### config.mk
export PLATFORM = sky130hd
export DESIGN_NAME = jam_cost_table
export DESIGN_NICKNAME = d
export VERILOG_FILES = /design/src/rtl/jam_pkg.sv /design/src/rtl/jam_rowmin_acc.sv /design/src/rtl/jam_cost_table.sv
export SDC_FILE = /design/constraint.sdc
export NUM_CORES = 1
export LEC_CHECK = 0
export CAP_MARGIN = 20
export CELL_PAD_IN_SITES_DETAIL_PLACEMENT = 0
export CELL_PAD_IN_SITES_GLOBAL_PLACEMENT = 1
export CORE_ASPECT_RATIO = 0.6
export CORE_MARGIN = 1
export CORE_UTILIZATION = 35
export CTS_CLUSTER_DIAMETER = 50
export DETAILED_ROUTE_END_ITERATION = 12
export DONT_BUFFER_PORTS = 1
export GPL_TIMING_DRIVEN = 0
export PLACE_DENSITY_LB_ADDON = 0.15
export SLEW_MARGIN = 20
export SYNTH_ARGS = -nofsm -noshare
export SYNTH_HDL_FRONTEND = slang
export SYNTH_SLANG_ARGS = --single-unit
### constraint.sdc
create_clock -name CLK -period 6.6 [get_ports CLK]
set_clock_uncertainty 0.2 [all_clocks]
set_input_delay 0.99 -clock CLK [delete_from_list [all_inputs] [get_ports CLK]]
set_output_delay 0.99 -clock CLK [all_outputs]
set_load 0.01 [all_outputs]
### src/rtl/jam_pkg.sv
// Shared definitions for the job-assignment engine and its cost table.
//   N_JOBS   : workers = jobs = 8
//   IDX_W    : worker/job index width
//   COST_W   : width of one cost entry
//   SUM_W    : width of a sum of eight costs (max 8*127 = 1016)
//   COST_MAX : largest representable cost, also the row-minimum start value
//   jam_state_t : cost-table load/finalize/ready states
package jam_pkg;

    localparam int N_JOBS    = 8;
    localparam int IDX_W     = 3;
    localparam int COST_W    = 7;
    localparam int SUM_W     = 10;
    localparam int N_ENTRIES = N_JOBS * N_JOBS;
    localparam int K_W       = 2 * IDX_W;

    localparam logic [COST_W-1:0] COST_MAX = 7'd127;

    typedef enum logic [1:0] {
        LOAD     = 2'd0,
        FINALIZE = 2'd1,
        READY    = 2'd2
    } jam_state_t;

endpackage

### src/rtl/jam_rowmin_acc.sv
// Row-minimum tracker and lower-bound accumulator for jam_cost_table.
// Only instantiated when JAM_COST_ROWMIN_EN is defined.
// Ports:
//   CLK, RST        : clock, synchronous active-high reset
//   clear           : restart (reload) - row minima back to COST_MAX, sums to 0
//   store           : a table entry is being stored this cycle
//   store_row       : worker index of the stored entry
//   store_data      : value of the stored entry
//   fin_step        : one FINALIZE cycle; adds rowmin[fin_idx] into the sum
//   fin_idx         : row being accumulated
//   fin_last        : final FINALIZE cycle; result is published on LowerBound
//   LowerBound      : sum over workers of the row minimum (0 until published)
module jam_rowmin_acc
    import jam_pkg::*;
(
    input  logic              CLK,
    input  logic              RST,
    input  logic              clear,
    input  logic              store,
    input  logic [IDX_W-1:0]  store_row,
    input  logic [COST_W-1:0] store_data,
    input  logic              fin_step,
    input  logic [IDX_W-1:0]  fin_idx,
    input  logic              fin_last,
    output logic [SUM_W-1:0]  LowerBound
);

    function automatic logic [COST_W-1:0] min_cost(input logic [COST_W-1:0] a,
                                                   input logic [COST_W-1:0] b);
        return (a < b) ? a : b;
    endfunction

    logic [COST_W-1:0] rowmin [N_JOBS];
    logic [SUM_W-1:0]  sum_p1;
    logic [SUM_W-1:0]  sum_next;

    // Sum cannot exceed 1016, so a plain SUM_W-bit add never wraps.
    assign sum_next = sum_p1 + SUM_W'(rowmin[fin_idx]);

    always_ff @(posedge CLK) begin
        if (RST || clear) begin
            for (int i = 0; i < N_JOBS; i++) begin
                rowmin[i] <= COST_MAX;
            end
            sum_p1     <= '0;
            LowerBound <= '0;
        end else begin
            if (store) begin
                rowmin[store_row] <= min_cost(rowmin[store_row], store_data);
            end
            if (fin_step) begin
                sum_p1 <= sum_next;
                // Published together with the move into READY.
                if (fin_last) begin
                    LowerBound <= sum_next;
                end
            end
        end
    end

endmodule

### src/rtl/jam_cost_table.sv
// 8x8 worker/job cost table for the job-assignment engine.
// Entries arrive row-major over a valid/ready stream; once all 64 are stored
// the table answers (W, J) lookups with a registered Cost one cycle later.
// Optional feature macro: JAM_COST_ROWMIN_EN - tracks per-worker row minima,
// adds an 8-cycle FINALIZE state and publishes their sum on LowerBound.
// Without the macro LowerBound is tied to 0 and LOAD goes straight to READY.
// Ports:
//   CLK, RST     : clock, synchronous active-high reset
//   load_valid   : load_data holds an entry this cycle
//   load_ready   : table accepts an entry this cycle (LOAD state)
//   load_data    : cost entry, worker-major / job-minor order
//   reload       : one-cycle pulse, discard the table and restart loading
//   W, J         : lookup indices
//   Cost         : registered cost[W][J] (0 unless the table is ready)
//   table_ready  : table complete, lookups valid
//   LowerBound   : sum of row minima (macro build), else 0
module jam_cost_table
    import jam_pkg::*;
(
    input  logic              CLK,
    input  logic              RST,
    input  logic              load_valid,
    output logic              load_ready,
    input  logic [COST_W-1:0] load_data,
    input  logic              reload,
    input  logic [IDX_W-1:0]  W,
    input  logic [IDX_W-1:0]  J,
    output logic [COST_W-1:0] Cost,
    output logic              table_ready,
    output logic [SUM_W-1:0]  LowerBound
);

`ifdef JAM_COST_ROWMIN_EN
    localparam jam_state_t LOAD_DONE = FINALIZE;
`else
    localparam jam_state_t LOAD_DONE = READY;
`endif

    jam_state_t        state;
    logic [K_W-1:0]    k;
    logic [COST_W-1:0] cost_mem [N_ENTRIES];
    logic [COST_W-1:0] cost_p1;
    logic              accept;

    assign load_ready  = (state == LOAD);
    assign table_ready = (state == READY);

    // A same-cycle reload or reset discards the offered entry.
    assign accept = load_valid && load_ready && !reload && !RST;

`ifdef JAM_COST_ROWMIN_EN
    logic [IDX_W-1:0] fin_cnt;
    logic             fin_step;
    logic             fin_last;

    assign fin_step = (state == FINALIZE) && !reload;
    assign fin_last = fin_step && (&fin_cnt);

    always_ff @(posedge CLK) begin
        if (RST || reload || state != FINALIZE) begin
            fin_cnt <= '0;
        end else begin
            fin_cnt <= fin_cnt + IDX_W'(1);
        end
    end

    jam_rowmin_acc u_rowmin_acc (
        .CLK        (CLK),
        .RST        (RST),
        .clear      (reload),
        .store      (accept),
        .store_row  (k[K_W-1:IDX_W]),
        .store_data (load_data),
        .fin_step   (fin_step),
        .fin_idx    (fin_cnt),
        .fin_last   (fin_last),
        .LowerBound (LowerBound)
    );
`else
    assign LowerBound = '0;
`endif

    always_ff @(posedge CLK) begin
        if (RST) begin
            state <= LOAD;
            k     <= '0;
        end else if (reload) begin
            state <= LOAD;
            k     <= '0;
        end else begin
            case (state)
                LOAD: begin
                    if (accept) begin
                        k <= k + K_W'(1);
                        if (&k) begin
                            state <= LOAD_DONE;
                        end
                    end
                end
                FINALIZE: begin
`ifdef JAM_COST_ROWMIN_EN
                    if (&fin_cnt) begin
                        state <= READY;
                    end
`else
                    state <= READY;
`endif
                end
                READY:   state <= READY;
                default: state <= LOAD;
            endcase
        end
    end

    // Table storage: contents survive reload and reset.
    always_ff @(posedge CLK) begin
        if (accept) begin
            cost_mem[k] <= load_data;
        end
    end

    // Lookup stage: W/J sampled here, Cost valid for the following cycle.
    always_ff @(posedge CLK) begin
        if (RST) begin
            cost_p1 <= '0;
        end else if (state == READY) begin
            cost_p1 <= cost_mem[{W, J}];
        end else begin
            cost_p1 <= '0;
        end
    end

    assign Cost = cost_p1;

endmodule

==> impl_metrics.env <==
export IMPL_clock_sinks=462
export IMPL_powerDensity_nw_per_um2=300
export IMPL_post_drt_wl_per_cell_um=30.6
export IMPL_synthDistinctLibCells=47
export IMPL_start_kind="input pin"
export IMPL_die_x_um=295
export IMPL_clock_fmax_mhz=287
export IMPL_ys_seq_area_share_pct=76.1
export IMPL_cp_required_ps=6800
export IMPL_synth_async_reset_ratio_pct=0
export IMPL_met1Wirelength_mm=25.8
export IMPL_status="completed"
export IMPL_antenna_found_initial=2
export IMPL_critPathMaxFanout=10
export IMPL_port_buffers=0
export IMPL_final_period_utilization_pct=52.8
export IMPL_period_needed_ps=3480
export IMPL_clk_path_buf_depth=3
export IMPL_htreeDepth=2
export IMPL_vias=8779
export IMPL_synth_main_ff_cell="edfxtp_1"
export IMPL_vias_per_cell=5.34
export IMPL_grt_pass1_wl_mm=70.0
export IMPL_synth_edff_count=448
export IMPL_cts_buffers=45
export IMPL_ir_drop_uv=181
export IMPL_drv_slew=0
export IMPL_num_rows=64
export IMPL_tightestPinTransition_ps=1000
export IMPL_hold_viol=0
export IMPL_die_height_um=178
export IMPL_yosys_warnings=0
export IMPL_setup_viol=0
export IMPL_avgSynthCellArea_um2=21.0
export IMPL_hold_path_class="in -> reg"
export IMPL_yosys_area_top_type="edfxtp_1"
export IMPL_p_leak_nw=6.31
export IMPL_dp_hpwl_mm=32.2
export IMPL_nNetsFinal=931
export IMPL_grt_pass1_vias=8723
export IMPL_crit_type="in -> reg"
export IMPL_wl_met2_mm=19.7
export IMPL_insertedDiodeCount=0
export IMPL_grt_max_degree=65
export IMPL_dr_pass1_iters=5
export IMPL_power_mw=6.14
export IMPL_postCtsSetupRepairBufs=0
export IMPL_rsz0062_at_grt="false"
export IMPL_end_kind="flip-flop"
export IMPL_layout_commonest_cell="edfxtp_1"
export IMPL_drc=0
export IMPL_drt_total_wl_mm=50.2
export IMPL_cap_violations=0
export IMPL_start_util_pct=35.4
export IMPL_holdWs_ps=326
export IMPL_synth_area_um2=18000
export IMPL_cp_arrival_ps=3680
export IMPL_maxSlewHeadroom_pct=33.3
export IMPL_fp_dieArea_um2=52500
export IMPL_path_clk_slew_ps=70
export IMPL_grt_ovfl_total=0
export IMPL_dr_wl_met3_mm=3.61
export IMPL_syn_to_final_growth_pct=13.5
export IMPL_cts_resized=0
export IMPL_synth_top_area_share_pct=74.6
export IMPL_cts_hold_buffers_added=0
export IMPL_cts_root_buf="clkbuf_16"
export IMPL_gp_routability_congestion=0.882
export IMPL_grtUsageTotal_pct=19.7
export IMPL_pin_count=36
export IMPL_synth_cells=857
export IMPL_clk_latency_ps=570
export IMPL_fin_tns_setup_ps=0
export IMPL_drive_gt1_share_pct=23.9
export IMPL_drt_iter0_markers=1017
export IMPL_ys_top_cells_by_area="edfxtp_1 (75%), mux4_2 (14%), nor2_1 (1.7%)"
export IMPL_cts_tree="yes"
export IMPL_final_cell_mix="edfxtp_1 (448), mux4_2 (109), nor2_1 (81), clkbuf_16 (47), buf_4 (24)"
export IMPL_ys_ff_latch=462
export IMPL_coreArea_um2=50900
export IMPL_drt_antenna_violating_nets=0
export IMPL_top_layer="met4"
logic make-up (layout without fill, tap and decap cells):
kind of cell,after synthesis,count (layout),synth area share [%]
AO/OA/AOI/OAI,53,53,1.90
AND/OR/NAND/NOR,139,139,3.45
buffers and inverters,57,141,2.06
adder cells (fa/ha/maj),1,1,0.0693
flip-flops,462,462,76.1
XOR/XNOR,4,4,0.194
other,1,10,0.0208
multiplexers,140,140,16.2
cells in the mapped netlist, drive strengths merged, types with 3 or more instances:
| cell | n |
|---|---|
| a21oi | 9 |
| buf | 43 |
| nor3 | 3 |
| dfxtp | 14 |
| edfxtp | 448 |
| mux2i | 16 |
| o22ai | 16 |
| o41ai | 3 |
| nor2b | 10 |
| mux4 | 118 |
| a211oi | 6 |
| nand3 | 3 |
| xor2 | 3 |
| clkbuf | 12 |
| or3 | 6 |
| nand2b | 5 |
| mux2 | 6 |
| nand2 | 19 |
| o21ai | 9 |
| nor2 | 81 |
| nand3b | 3 |
cell type report:
cell class / count / area, um^2
multi-input combinational: 347 / 3970
buffer: 55 / 364
inverter: 2 / 7.51
fill: 4569 / 30500
clock buffer: 52 / 1190
tap: 693 / 867
clock inverter: 32 / 332
sequential: 462 / 13700
metal layers:
layer,global-route usage [%],up-vias
li1,-,3640
met1,32.3,4772
met2,25.6,298
met3,4.66,69
met4,4.71,0
met5,0,-
path summary, 6_finish.rpt:
check                             startpoint              end  slack, ps  depth (start not counted)
worst max register to register      state[1]  cost_mem[10][6]       3460                          6
worst min register to register          k[0]             k[0]        390                          2
worst max-delay path                    J[2]          Cost[4]       3120                          8
worst min-delay path            load_data[5]   cost_mem[6][5]        330                          0
flip-flops by register name, indices dropped and copies added, names as in the netlist:
signal    count
Cost          7
cost_mem    448
k             6
state         1
worst max-delay path, stage by stage:
cell and delay, ps:
buf_4 180, clkbuf_1 730, buf_2 580, mux4_2 380
mux2i_1 360, a21oi_1 140, o211ai_1 120, o41ai_1 170
stage by stage:
stage / instances / util, % / area (um^2) / worst slack, ps
2_1_floorplan: 866 / - / 18100 / 3760
3_3_place_gp: 1559 / 37.2 / 18900 / 2500
3_5_place_dp: 1559 / 37.2 / 18900 / 2520
4_1_cts: 1643 / 40.2 / 20500 / 3100
5_1_grt: 1643 / 40.2 / 20500 / 3040
6_report: 1643 / 40.2 / 20500 / 3120
power breakdown:
part / switching, mW / internal, mW
registers: 0.000908 / 3.21
logic: 0.141 / 0.0966
clock network: 1.14 / 1.54
total: 1.28 / 4.85
No activity file was read; power rests on OpenSTA's default activity.
